File: config.mk
export PLATFORM = sky130hd
export DESIGN_NAME = dice_turn_controller
export DESIGN_NICKNAME = d
export VERILOG_FILES = /design/src/rtl/dice_pkg.sv /design/src/rtl/roll_settle_filter.sv /design/src/rtl/dice_turn_controller.sv
export SDC_FILE = /design/constraint.sdc
export NUM_CORES = 1
export LEC_CHECK = 0
export CELL_PAD_IN_SITES_DETAIL_PLACEMENT = 1
export CELL_PAD_IN_SITES_GLOBAL_PLACEMENT = 1
export CORE_ASPECT_RATIO = 1.2
export CORE_MARGIN = 10
export CORE_UTILIZATION = 53
export CTS_CLUSTER_SIZE = 30
export DETAILED_ROUTE_END_ITERATION = 10
export DONT_BUFFER_PORTS = 1
export MAX_ROUTING_LAYER = met4
export PLACE_DENSITY = 0.84
export SYNTH_ARGS = -nofsm -noshare
export SYNTH_HDL_FRONTEND = slang
export SYNTH_SLANG_ARGS = --single-unit
File: constraint.sdc
create_clock -name clk -period 4.6 [get_ports clk]
set_clock_uncertainty 0.15 [all_clocks]
set_input_delay 0.23 -clock clk [delete_from_list [all_inputs] [get_ports clk]]
set_output_delay 0.23 -clock clk [all_outputs]
set_load 0.005 [all_outputs]
File: src/rtl/dice_pkg.sv
// Shared types and helpers for the dice race turn controller and its settle filter.
package dice_pkg;

    typedef enum logic [2:0] {
        ARMED  = 3'd0,
        DETECT = 3'd1,
        MOVE   = 3'd2,
        CHECK  = 3'd3,
        WIN    = 3'd4
    } turn_state_t;

    typedef logic [1:0] color_t;

    localparam color_t COLOR_NONE  = 2'b00;
    localparam color_t COLOR_RED   = 2'b01;
    localparam color_t COLOR_GREEN = 2'b10;
    localparam color_t COLOR_BLUE  = 2'b11;

    function automatic logic [1:0] color_to_steps(input color_t color);
        logic [1:0] steps;
        case (color)
            COLOR_RED:   steps = 2'd1;
            COLOR_GREEN: steps = 2'd2;
            COLOR_BLUE:  steps = 2'd3;
            default:     steps = 2'd0;
        endcase
        return steps;
    endfunction

endpackage

File: src/rtl/roll_settle_filter.sv
// Accepts a dice roll once the same non-zero color is reported SETTLE_COUNT times in a row,
// and abandons the roll after TIMEOUT_FRAMES frames without a settled result.
module roll_settle_filter
    import dice_pkg::*;
#(
    parameter int SETTLE_COUNT   = 3,
    parameter int TIMEOUT_FRAMES = 240
) (
    input  logic       clk,
    input  logic       reset,
    input  logic       clear,
    input  logic       enable,
    input  logic       frame_start,
    input  logic       result_ready,
    input  color_t     detected_color,
    output logic       accept,
    output logic [1:0] steps,
    output logic       timeout
);

    localparam logic [3:0] SETTLE_N  = 4'(SETTLE_COUNT);
    localparam logic [7:0] TIMEOUT_N = 8'(TIMEOUT_FRAMES);

    color_t     last_color, next_last;
    logic [3:0] match_cnt, next_match;
    logic [7:0] frame_cnt, next_frame;

    // The result is evaluated before the frame count so a settling strobe wins over a timeout.
    always_comb begin
        next_last  = last_color;
        next_match = match_cnt;
        next_frame = frame_cnt;
        if (result_ready) begin
            if (detected_color == COLOR_NONE) begin
                next_last  = COLOR_NONE;
                next_match = 4'd0;
            end else if (detected_color == last_color) begin
                next_match = match_cnt + 4'd1;
            end else begin
                next_last  = detected_color;
                next_match = 4'd1;
            end
        end
        if (frame_start) begin
            next_frame = frame_cnt + 8'd1;
        end
        accept  = enable && result_ready && (detected_color != COLOR_NONE) && (next_match == SETTLE_N);
        timeout = enable && frame_start && (next_frame == TIMEOUT_N) && !accept;
        steps   = color_to_steps(detected_color);
    end

    always_ff @(posedge clk or negedge reset) begin
        if (!reset) begin
            last_color <= COLOR_NONE;
            match_cnt  <= 4'd0;
            frame_cnt  <= 8'd0;
        end else if (clear) begin
            last_color <= COLOR_NONE;
            match_cnt  <= 4'd0;
            frame_cnt  <= 8'd0;
        end else if (enable) begin
            last_color <= next_last;
            match_cnt  <= next_match;
            frame_cnt  <= next_frame;
        end
    end

endmodule

File: src/rtl/dice_turn_controller.sv
// Turn sequencer for the two-player dice race: arms detection, accepts a settled roll,
// walks the current token one square per frame, detects the winner and alternates turns.
module dice_turn_controller
    import dice_pkg::*;
#(
    parameter int NUM_PLAYERS    = 2,
    parameter int TRACK_LEN      = 20,
    parameter int SETTLE_COUNT   = 3,
    parameter int TIMEOUT_FRAMES = 240
) (
    input  logic       clk,
    input  logic       reset,
    input  logic       frame_start,
    input  logic       roll_btn,
    input  logic [1:0] detected_color,
    input  logic       result_ready,
    output logic       detect_en,
    output logic       cur_player,
    output logic [4:0] pos_p0,
    output logic [4:0] pos_p1,
    output logic       move_valid,
    output logic [1:0] move_steps,
    output logic       timeout_flag,
    output logic       winner_valid,
    output logic       winner_id,
    output logic [2:0] state_dbg
);

    localparam logic [4:0] TRACK = 5'(TRACK_LEN);

    turn_state_t state;
    logic [1:0]  remaining;
    logic        accept, timeout;
    logic [1:0]  steps;
    logic [4:0]  cur_pos, step_pos;

    roll_settle_filter #(
        .SETTLE_COUNT  (SETTLE_COUNT),
        .TIMEOUT_FRAMES(TIMEOUT_FRAMES)
    ) u_filter (
        .clk           (clk),
        .reset         (reset),
        .clear         ((state == ARMED) && roll_btn),
        .enable        (state == DETECT),
        .frame_start   (frame_start),
        .result_ready  (result_ready),
        .detected_color(detected_color),
        .accept        (accept),
        .steps         (steps),
        .timeout       (timeout)
    );

    always_comb begin
        cur_pos  = cur_player ? pos_p1 : pos_p0;
        step_pos = (cur_pos >= TRACK) ? TRACK : cur_pos + 5'd1;
    end

    assign state_dbg = state;

    // move_valid is high only in the first MOVE cycle, so gating on it keeps the entry cycle step-free.
    always_ff @(posedge clk or negedge reset) begin
        if (!reset) begin
            state        <= ARMED;
            detect_en    <= 1'b0;
            cur_player   <= 1'b0;
            pos_p0       <= 5'd0;
            pos_p1       <= 5'd0;
            move_valid   <= 1'b0;
            move_steps   <= 2'd0;
            timeout_flag <= 1'b0;
            winner_valid <= 1'b0;
            winner_id    <= 1'b0;
            remaining    <= 2'd0;
        end else begin
            move_valid   <= 1'b0;
            timeout_flag <= 1'b0;
            case (state)
                ARMED: begin
                    if (roll_btn) begin
                        detect_en <= 1'b1;
                        state     <= DETECT;
                    end
                end
                DETECT: begin
                    if (accept) begin
                        move_steps <= steps;
                        remaining  <= steps;
                        move_valid <= 1'b1;
                        detect_en  <= 1'b0;
                        state      <= MOVE;
                    end else if (timeout) begin
                        timeout_flag <= 1'b1;
                        detect_en    <= 1'b0;
                        state        <= ARMED;
                    end
                end
                MOVE: begin
                    if (frame_start && !move_valid) begin
                        if (cur_player) begin
                            pos_p1 <= step_pos;
                        end else begin
                            pos_p0 <= step_pos;
                        end
                        remaining <= remaining - 2'd1;
                        if (remaining == 2'd1 || step_pos == TRACK) begin
                            state <= CHECK;
                        end
                    end
                end
                CHECK: begin
                    if (cur_pos == TRACK) begin
                        winner_id    <= cur_player;
                        winner_valid <= 1'b1;
                        state        <= WIN;
                    end else begin
                        cur_player <= 1'((int'(cur_player) + 1) % NUM_PLAYERS);
                        state      <= ARMED;
                    end
                end
                WIN: begin
                    if (roll_btn) begin
                        pos_p0       <= 5'd0;
                        pos_p1       <= 5'd0;
                        cur_player   <= 1'b0;
                        winner_valid <= 1'b0;
                        state        <= ARMED;
                    end
                end
                default: state <= ARMED;
            endcase
        end
    end

endmodule

==> results of run 1 <==
## synth_stat cells (2+ instances only)
library cell / number
a211oi_1: 4
a21oi_1: 8
a21oi_2: 2
a22o_1: 5
a311oi_1: 2
a31oi_1: 3
and2_1: 2
and3_1: 2
clkbuf_1: 2
dfrtp_1: 37
ha_1: 5
inv_1: 12
mux2_2: 10
mux2_4: 2
mux2i_1: 6
nand2_1: 13
nand2b_1: 4
nand3_1: 8
nand3b_1: 8
nand4_1: 4
nor2_1: 18
nor2b_1: 5
nor3_1: 4
nor3b_1: 2
o21ai_0: 16
o31ai_1: 2
o32ai_1: 2
or2_2: 2
xnor2_1: 5
xor2_1: 4
## sequential cells by signal, summed over array words and instances (netlist names)
signal,count
cur_player,1
detect_en,1
move_steps,2
move_valid,1
pos_p0,5
pos_p1,5
remaining,2
state_dbg,3
timeout_flag,1
u_filter.frame_cnt,8
u_filter.last_color,2
u_filter.match_cnt,4
winner_id,1
winner_valid,1
## through the flow
| stage | util | hold WS, ns | power (mW) | cell area (um2) |
|---|---|---|---|---|
| final | 0.611 | 0.0302 | 1.18 | 2410 |
| after detailed placement | 0.556 | -0.214 | 0.819 | 2190 |
| after global placement | 0.556 | -0.214 | 0.789 | 2190 |
| after global routing | 0.611 | 0.0487 | 1.26 | 2410 |
| after CTS | 0.611 | 0.0206 | 1.19 | 2410 |
| after floorplan | - | -0.216 | 0.731 | 2160 |
## how the worst max path moves through the flow
stage / cells after the start / endpoint / slack [ns]
after floorplan: 7 / move_steps[0]$_DFFE_PN0P_ / 2.58
after global placement: 5 / move_steps[1]$_DFFE_PN0P_ / 1.98
after detailed placement: 5 / move_steps[1]$_DFFE_PN0P_ / 1.86
after CTS: 5 / move_steps[1]$_DFFE_PN0P_ / 1.83
after global routing: 5 / move_steps[0]$_DFFE_PN0P_ / 1.61
final: 5 / move_steps[1]$_DFFE_PN0P_ / 1.84
## power groups by stage
| stage | clock network, mW | registers [mW] | logic (mW) |
|---|---|---|---|
| after detailed placement | 0 | 0.513 | 0.306 |
| after global placement | 0 | 0.503 | 0.286 |
| after floorplan | 0 | 0.462 | 0.268 |
| after global routing | 0.365 | 0.524 | 0.370 |
| final | 0.346 | 0.509 | 0.327 |
| after CTS | 0.354 | 0.508 | 0.327 |
## kinds of logic after synthesis
kind of cell,count (synthesis),synth area share
compound gates,50,0.158
xor+xnor,9,0.0365
fa+ha+maj,5,0.0290
buf+inv,18,0.0371
flops,37,0.429
mux,18,0.0939
simple gates,80,0.217
## cell type report
| type | count | area, um2 | area share |
|---|---|---|---|
| Inverter | 12 | 45.0 | 0.0187 |
| Sequential cell | 37 | 926 | 0.384 |
| Clock inverter | 3 | 68.8 | 0.0286 |
| Timing Repair Buffer | 7 | 80.1 | 0.0332 |
| Clock buffer | 5 | 68.8 | 0.0286 |
| Tap cell | 54 | 67.6 | 0.0280 |
| Multi-Input combinational cell | 162 | 1150 | 0.479 |
## per-layer routing
| layer | track usage | share of wire | up-vias |
|---|---|---|---|
| met1 | 0.177 | 0.37 | 867 |
| met2 | 0.310 | 0.53 | 53 |
| li1 | - | - | 800 |
| met4 | 0.0793 | 0.039 | 0 |
| met3 | 0.0627 | 0.063 | 24 |
| met5 | - | 0 | - |
## worst max-delay path, cell delays in order (launching register included)
cell,delay [ns]
dfrtp_1,0.65
nor3b_4,0.59
nand2_1,0.17
nor4_2,0.36
and2_1,0.40
mux2_4,0.33
## what timing repair did
item,in CTS,in global routing
endpoints found under the hold margin,45,0
hold buffers,7,0
gates resized for setup,0,0
==> metrics.yaml, run 1 <==
status:
  status: "completed"
detailed_routing:
  drtAntennaViolNets: 0
  drc_errors: 0
  drt_iter0_drc: 107
  via_per_inst: 6.23
  wl_per_cell_um: 21.0
  routed_wl_um: 5880
  dr.pass1.iters: 4
  route.vias.total: 1744
worst_setup_path:
  crit_path_start_kind: "flip-flop"
  crit_start: "state_dbg[0]$_DFFE_PN0P_"
  rr_startpoint: "state_dbg[0]$_DFFE_PN0P_"
  worst-path-max-fanout: 14
  r2r_slack_ns: 1.84
  crit_required_ns: 4.63
  crit_arrival_ns: 2.79
  worstReg2RegEnd: "move_steps[1]$_DFFE_PN0P_"
  critPathKind: "reg -> reg"
  worst_setup_path_end_kind: "flip-flop"
  r2r_cells: 5
global_routing:
  antenna_found_initial: 0
  grt_pass1_wl_um: 10100
  grt-ovfl-total: 0
  grtUsageTotal: 0.180
  grt_max_degree: 38
  grt_pass1_vias: 2003
timing:
  grt_setup_unrepaired: "false"
  fmaxAchievable_ghz: 0.362
  min_period_over_period: 0.600
  period_needed_ns: 2.76
  fin_tns_setup_ns: 0
  finalSetupViolations: 0
  tightest_slew_ns: 0.957
  layout_setup_ws_ns: 1.84
  slew_headroom: 0.360
  hold_viol: 0
  slew_viol_final: 0
cells_and_area:
  nets: 237
  fin_cells: 280
  drive_gt1_frac: 0.146
  mostFrequentLayoutCell: "dfrtp_1"
  antenna_cells: 0
  num-fill-cells: 436
  layout_common_cells: "dfrtp_1, nor2_1, o21ai_0"
  area_growth_pct: 11.6
clock_tree:
  insertion_delay_ns: 0.30
  cts_made_buffers: 5
  cts-root-buf: "clkbuf_8"
  h-tree-depth: 2
  post-cts-setup-buffer-count: 0
  cts_buffer_depth: 2
  path_clk_slew_ns: 0.08
  cts_tree: "done"
  cts_num_sinks: 37
synth:
  synth_top_area_cell: "dfrtp_1"
  ys_ff_latch: 37
  synth.cell_area_mm2: 0.00216
  syn_nets: 229
  synth_top_area_frac: 0.429
  synth_flop_cell: "dfrtp_1"
  async_reset_ff_frac: 1.00
  ys_warn_count: 0
  yosysUniqueCellTypes: 48
  netlist_instances: 217
  avgSynthCellArea_um2: 9.95
  synth-edff-count: 0
  yosys-top-cells-area: "dfrtp_1, mux2_2, o21ai_0, nor2_1, ha_1"
  yosysSeqAreaShare: 0.429
die:
  row_count: 25
  initial_utilization: 0.548
  num_io_pins: 28
  dieArea_mm2: 0.00704
  chipHeight_um: 89.9
  die_w_um: 78.3
  coreArea_mm2: 0.00394
placement:
  dp.cells: 265
  dp_worst_setup_slack_ns: 1.86
  hpwl_um: 4060
  port_buffers: 0
  routabilityCongestion: 0.799
power:
  power_density_mw_per_mm2: 490
  p_clk_frac: 0.293
  p_leak_nw: 1.00
  power_frac_comb: 0.276
  sequentialPowerShare: 0.431
  p_sw_frac: 0.361
  ir_drop_mv: 0.203
  p_int_uw: 755
  switchingPower_uw: 427
worst_hold_path:
  hold_start: "result_ready"
  min_path_cells: 2
  hp-class: "in -> reg"
  holdPathEnd: "u_filter.last_color[1]$_DFFE_PN0P_"
run:
  maxCapViolCount: 0
(Power assumes the default switching activity.)
==> run 2, diff against run 1 <==
--- a/config.mk
+++ b/config.mk
@@ -5,16 +5,17 @@
 export SDC_FILE = /design/constraint.sdc
 export NUM_CORES = 1
 export LEC_CHECK = 0
+export ABC_AREA = 1
 export CELL_PAD_IN_SITES_DETAIL_PLACEMENT = 1
 export CELL_PAD_IN_SITES_GLOBAL_PLACEMENT = 1
 export CORE_ASPECT_RATIO = 1.2
 export CORE_MARGIN = 10
-export CORE_UTILIZATION = 53
+export CORE_UTILIZATION = 46
 export CTS_CLUSTER_SIZE = 30
 export DETAILED_ROUTE_END_ITERATION = 10
 export DONT_BUFFER_PORTS = 1
 export MAX_ROUTING_LAYER = met4
-export PLACE_DENSITY = 0.84
+export PLACE_DENSITY = 0.78
 export SYNTH_ARGS = -nofsm -noshare
 export SYNTH_HDL_FRONTEND = slang
 export SYNTH_SLANG_ARGS = --single-unit
==> constraint.sdc (replaced) <==
create_clock -name clk -period 2.8 [get_ports clk]
set_clock_uncertainty 0.15 [all_clocks]
set_input_delay 0.14 -clock clk [delete_from_list [all_inputs] [get_ports clk]]
set_output_delay 0.14 -clock clk [all_outputs]
set_load 0.005 [all_outputs]
==> run 2 against run 1 <==
Net effect: final cell count grew 25%; clock power is 39% higher; fmax increased by 30%; non-clock buffer count did not move; first-iteration DRC count fell by 64%; sequential share of layout area is the same; worst setup slack worse by 1.2 ns; combinational power rose to 3.2 times the previous value; final area did not move; power rose by 110%.
==> metrics.yaml, run 2 <==
worst_setup_path:
  crit_required_ns: 2.83  # -1.80 ns
  crit_path_start_kind: "flip-flop"
  crit_buf_inv: 2  # +2
  cp_cell_sequence: "inv_4, nand2_1, nand2_1, inv_1, ha_1, nand2_1, o31ai_4, nand4_2, nand2_1, o21ai_1"
  worst_path_largest_cell_delay_ns: 0.64  # about the same
  critPathKind: "reg -> reg"
  worst-path-max-fanout: 10  # -4
  crit_arrival_ns: 2.16  # -0.63 ns
  worst_setup_path_end_kind: "flip-flop"
  cpMostUsedCell: "nand2_1"
  crit_family: "flip-flops"
  cp_slowest_cell: "dfrtp_1"
worst_hold_path:
  hp-class: "in -> reg"
clock_tree:
  cts_hold_buf: 7  # unchanged
  post-cts-setup-buffer-count: 0  # unchanged
  cts_tree: "done"
  path_clk_slew_ns: 0.08  # about the same
  insertion_delay_ns: 0.30  # about the same
  cts_made_buffers: 5  # unchanged
  h-tree-depth: 2  # unchanged
  cts_resized: 0  # unchanged
  cts_num_sinks: 37  # unchanged
  cts_buffer_depth: 2  # unchanged
  cts-root-buf: "clkbuf_8"
cells_and_area:
  largest_reg_flops: 8  # unchanged
  reg_top3: "u_filter.frame_cnt (8), pos_p0 (5), pos_p1 (5)"
  antenna_cells: 0  # unchanged
  drive_gt1_frac: 0.144  # -0.00218
  layout_common_cells: "nand2_1, dfrtp_1, inv_1"
  mostFrequentLayoutCell: "nand2_1"
  nets: 303  # +28%
  largest-register: "u_filter.frame_cnt"
  fin_cells: 350  # +25%
  area_growth_pct: 11.8
synth:
  yosys-top-cells-area: "dfrtp_1, nand2_1, inv_1, nand3_1, o21ai_0"
  syn_nets: 291  # +27%
  ys_warn_count: 0  # unchanged
  synth_top_area_cell: "dfrtp_1"
  yosysUniqueCellTypes: 35  # -27%
  yosysSeqAreaShare: 0.430  # +0.000996
  synthMuxAreaShare: 0  # -0.0939
  synth-edff-count: 0  # unchanged
  avgSynthCellArea_um2: 7.72  # -22%
  synth.most_common_cell: "nand2_1"
  synth_compound_area_frac: 0.125  # -0.0327
  synth.cell_area_mm2: 0.00215  # -0.23%
  ys_ff_latch: 37  # unchanged
  synth_top_area_frac: 0.430  # +0.000996
  netlist_instances: 279  # +29%
  synth.top_cells.by_count: "nand2_1, dfrtp_1, inv_1, nand3_1"
  synth-adder-area-share: 0.0290  # +0.0000673
  async_reset_ff_frac: 1.00  # unchanged
  synth_xor_area_frac: 0.0244  # -0.0121
  synth_flop_cell: "dfrtp_1"
  synth_top_family_by_area: "simple AND/OR/NAND/NOR gates"
  synthSimpleGateAreaFrac: 0.320  # +0.103
placement:
  dp.cells: 335  # +26%
  port_buffers: 0  # unchanged
  routabilityCongestion: 0.800  # about the same
  hpwl_um: 4220  # +3.9%
timing:
  grt_setup_unrepaired: "false"
  whs_ns: 0.0225  # -0.00767 ns
  min_period_over_period: 0.758  # +0.158
  slew_viol_final: 0  # unchanged
  finalSetupViolations: 0  # unchanged
  period_needed_ns: 2.12  # -0.639 ns
  fin_tns_setup_ns: 0  # unchanged
  hold_viol: 0  # unchanged
  slew_headroom: 0.683  # +0.323
  tightest_slew_ns: 0.476  # -0.482 ns
  fmaxAchievable_ghz: 0.471  # +30%
die:
  chipHeight_um: 95.0  # +5.6%
  initial_utilization: 0.472  # -0.0755
  dieArea_mm2: 0.00783  # +11%
  die_w_um: 82.5  # +5.4%
  coreArea_mm2: 0.00456  # +16%
  num_io_pins: 28  # unchanged
  row_count: 27  # +8.0%
global_routing:
  grtUsageTotal: 0.158  # -0.0216
  grt_pass1_vias: 1972  # -1.5%
  grt-ovfl-total: 0  # unchanged
  antenna_found_initial: 0  # unchanged
  grt_pass1_wl_um: 9490  # -6.3%
  grt_max_degree: 38  # unchanged
run:
  maxCapViolCount: 0  # unchanged
detailed_routing:
  routed_wl_um: 5410  # -7.9%
  via_per_inst: 5.24  # -16%
  route.vias.total: 1835  # +5.2%
  drc_errors: 0  # unchanged
  drt_iter0_drc: 39  # -64%
  dr.pass1.iters: 4  # unchanged
  drtAntennaViolNets: 0  # unchanged
  wl_per_cell_um: 15.5  # -26%
status:
  status: "completed"
power:
  power_density_mw_per_mm2: 1030  # +110%
  ir_drop_mv: 0.483  # +140%
  p_leak_nw: 1.17  # +16%
==> run 2: changes by cell type after synthesis, sizes merged, moves of 6 or more <==
cell | previous run | this run
inv | 12 | 37
mux2i | 6 | 0
nand3b | 8 | 0
nand2 | 14 | 94
nand3 | 8 | 24
a21oi | 10 | 3
o21ai | 16 | 33
mux2 | 12 | 0
==> run 2: through the flow <==
stage	cell area [um2]	setup slack [ns]	utilization	power [mW]
floorplan	2150	1.09	-	1.75
global placement	2210	0.691	0.486	1.98
detailed placement	2210	0.648	0.486	2.02
CTS	2410	0.635	0.528	2.53
global route	2410	0.477	0.528	2.76
finish	2410	0.678	0.528	2.49
==> run 2: final timing paths <==
check	depth (start not counted)	from	slack [ns]	end
setup / recovery	10	cur_player$_DFFE_PN0P_	0.68	winner_id$_DFFE_PN0P_
hold / removal	5	result_ready	0.02	u_filter.match_cnt[0]$_DFFE_PN0P_
setup reg to reg	10	cur_player$_DFFE_PN0P_	0.68	winner_id$_DFFE_PN0P_
hold reg to reg	2	remaining[1]$_DFFE_PN0P_	0.33	remaining[1]$_DFFE_PN0P_
max in group asynchronous	2	reset	2.15	move_valid$_DFF_PN0_
min in group asynchronous	2	reset	0.16	pos_p0[2]$_DFFE_PN0P_
==> run 2: metal layers <==
layer,vias to the layer above,global-route usage,wire (um)
li1,919,-,-
met2,19,0.287,3040
met4,0,0.0440,61
met3,6,0.0409,254
met5,-,-,0
met1,891,0.161,2050
==> run 2: cells by family (layout without fill, tap and decap cells) <==
logic type                 count (synthesis)  in the layout
buffers and inverters                     39             52
xor gates and xnor gates                   6              6
adders and majority gates                  5              5
AOI/OAI and AO/OA                         43             43
and+or+nand+nor                          149            149
DFF                                       37             37
==> run 2: area by class of cell <==
type	instances	area, um2
multi-input cells	203	1070
clock inverters	3	46.3
clock buffers	5	68.8
inverters	37	141
repair buffers	7	80.1
well taps	58	72.6
flip-flops and latches	37	926
fillers	584	2150
==> run 2: power breakdown <==
group / switching (mW) / leakage, nW / total (mW) / internal [mW]
Sequential: 0.234 / 0.471 / 0.974 / 0.739
Combinational: 0.687 / 0.643 / 1.04 / 0.353
Clock: 0.213 / 0.0543 / 0.480 / 0.267
Total: 1.13 / 1.17 / 2.49 / 1.36
==> run 2: worst reg2reg max path, delay by kind of cell (launching register included) <==
family          cells  cell delay (ns)
fa+ha+maj           1             0.18
buf+inv             2             0.23
compound gates      2             0.29
flops               1             0.64
simple gates        5             0.52
==> run 3, diff against run 2 <==
==> constraint.sdc (replaced) <==
create_clock -name clk -period 2.1 [get_ports clk]
set_clock_uncertainty 0.15 [all_clocks]
set_input_delay 0.105 -clock clk [delete_from_list [all_inputs] [get_ports clk]]
set_output_delay 0.105 -clock clk [all_outputs]
set_load 0.005 [all_outputs]
==> run 3 against run 2 <==
Net effect: global-route usage increased by 0.62 points; critical path type unchanged; core utilization is 2.2 points higher; via count increased by 3.6%; power is 47% higher; sequential share of layout area down 1.4 points.
==> metrics.yaml, run 3 (synthesis gave the netlist of run 2 again) <==
status:
  status: "completed"
cells_and_area:
  nets: 311  # +2.6%
  area_growth_pct: 16.6
  layout_common_cells: "nand2_1, dfrtp_1, inv_1"
  mostFrequentLayoutCell: "nand2_1"
  largest-register: "u_filter.frame_cnt"
  antenna_cells: 0  # unchanged
  largest_reg_flops: 8  # unchanged
  final_core_util: 0.551  # +0.0225
  drive_gt1_frac: 0.180  # +0.0362
  reg_top3: "u_filter.frame_cnt (8), pos_p0 (5), pos_p1 (5)"
timing:
  slew_viol_final: 0  # unchanged
  fmaxAchievable_ghz: 0.500  # +6.2%
  period_needed_ns: 2.00  # -0.124 ns
  finalSetupViolations: 0  # unchanged
  min_period_over_period: 0.951  # +0.194
  fin_tns_setup_ns: 0  # unchanged
  layout_setup_ws_ns: 0.102  # -0.576 ns
  tightest_slew_ns: 0.396  # -0.0797 ns
  hold_viol: 0  # unchanged
  slew_headroom: 0.734  # +0.0511
detailed_routing:
  route.vias.total: 1901  # +3.6%
  wl_per_cell_um: 17.0  # +10%
  drtAntennaViolNets: 0  # unchanged
  routed_wl_um: 6090  # +13%
  dr.pass1.iters: 4  # unchanged
  via_per_inst: 5.31  # +1.3%
  drt_iter0_drc: 44  # +13%
  drc_errors: 0  # unchanged
global_routing:
  grt_pass1_vias: 2029  # +2.9%
  grt-ovfl-total: 0  # unchanged
  antenna_found_initial: 0  # unchanged
  grtUsageTotal: 0.164  # +0.00621
  grt_max_degree: 38  # unchanged
  grt_pass1_wl_um: 9740  # +2.6%
placement:
  routabilityCongestion: 0.793  # -0.84%
  hpwl_um: 4270  # +1.2%
  port_buffers: 0  # unchanged
  dp_worst_setup_slack_ns: 0.191  # -0.457 ns
worst_setup_path:
  cp_cell_sequence: "nor2_4, nand2_1, nor2_2, inv_2, nand3_1, o21ai_0, dlygate4sd3_1"
  crit_path_start_kind: "flip-flop"
  worst_path_largest_cell_delay_ns: 0.56  # -0.08 ns
  cp_slowest_cell: "dlygate4sd3_1"
  critPathKind: "reg -> reg"
  worst-path-max-fanout: 8  # -2
  crit_arrival_ns: 2.03  # -0.13 ns
  r2r_cells: 7  # -3
  crit_required_ns: 2.13  # -0.70 ns
  worst_setup_path_end_kind: "flip-flop"
power:
  power_density_mw_per_mm2: 1460  # +41%
  ir_drop_mv: 0.523  # +8.3%
  finalPower_mw: 3.67  # +47%
  p_leak_nw: 1.21  # +4.0%
clock_tree:
  insertion_delay_ns: 0.29  # about the same
  path_clk_slew_ns: 0.08  # about the same
  h-tree-depth: 2  # unchanged
  cts_num_sinks: 37  # unchanged
  cts_buffer_depth: 2  # unchanged
  cts_made_buffers: 5  # unchanged
  cts_tree: "done"
  cts-root-buf: "clkbuf_8"
die:
  coreArea_mm2: 0.00456  # unchanged
  dieArea_mm2: 0.00783  # unchanged
  die_w_um: 82.5  # unchanged
  row_count: 27  # unchanged
  initial_utilization: 0.472  # unchanged
  chipHeight_um: 95.0  # unchanged
  num_io_pins: 28  # unchanged
worst_hold_path:
  min_path_cells: 5  # unchanged
  hp-class: "in -> reg"
run:
  maxCapViolCount: 0  # unchanged
-- run 3: path summary, 6_finish.rpt --
kind | start | end | slack, ns
max | state_dbg[0]$_DFFE_PN0P_ | u_filter.last_color[0]$_DFFE_PN0P_ | 0.10
min | frame_start | u_filter.frame_cnt[2]$_DFFE_PN0P_ | 0.03
max reg2reg | state_dbg[0]$_DFFE_PN0P_ | u_filter.last_color[0]$_DFFE_PN0P_ | 0.10
min reg2reg | remaining[1]$_DFFE_PN0P_ | remaining[1]$_DFFE_PN0P_ | 0.34
max in group asynchronous | reset | u_filter.match_cnt[0]$_DFFE_PN0P_ | 1.48
min in group asynchronous | reset | pos_p0[3]$_DFFE_PN0P_ | 0.12
-- run 3: metal layers --
metal	global-route usage	vias up	part of all wire
li1	-	937	-
met1	0.164	911	0.37
met2	0.294	41	0.55
met3	0.0390	12	0.054
met4	0.0682	0	0.026
met5	-	-	0
-- run 3: worst max-delay path: cells and delay by family (launching register included) --
kind | cells | cell delay, ns
AND/OR/NAND/NOR | 4 | 0.50
flip-flops | 1 | 0.47
buffers and inverters | 2 | 0.69
AO/OA/AOI/OAI | 1 | 0.07
-- run 3: area by class of cell --
| cell class | instances | area [um2] |
|---|---|---|
| clock inverter | 3 | 65.1 |
| multi-input combinational | 203 | 1090 |
| clock buffer | 5 | 68.8 |
| inverter | 37 | 141 |
| tap | 58 | 72.6 |
| sequential | 37 | 930 |
| fill | 583 | 2050 |
| timing repair buffer | 15 | 143 |
-- run 3: what timing repair did --
item,CTS,global route
endpoints found under the hold margin,50,0
endpoints found under the setup margin,0,3
hold buffers,8,0
buffers inserted,0,4
resized for setup,0,7
-- run 3: through the flow --
stage / area (um2) / hold slack [ns] / instances
6_report: 2510 / 0.0304 / 358
5_1_grt: 2510 / 0.0816 / 358
4_1_cts: 2460 / 0.0302 / 354
2_1_floorplan: 2150 / -0.341 / 279
3_5_place_dp: 2240 / -0.339 / 338
3_3_place_gp: 2240 / -0.339 / 338
-- run 3: power by group --
group / total (mW) / internal [mW] / switching [mW]
registers: 1.29 / 0.989 / 0.305
logic: 1.63 / 0.605 / 1.02
clock network: 0.746 / 0.472 / 0.274
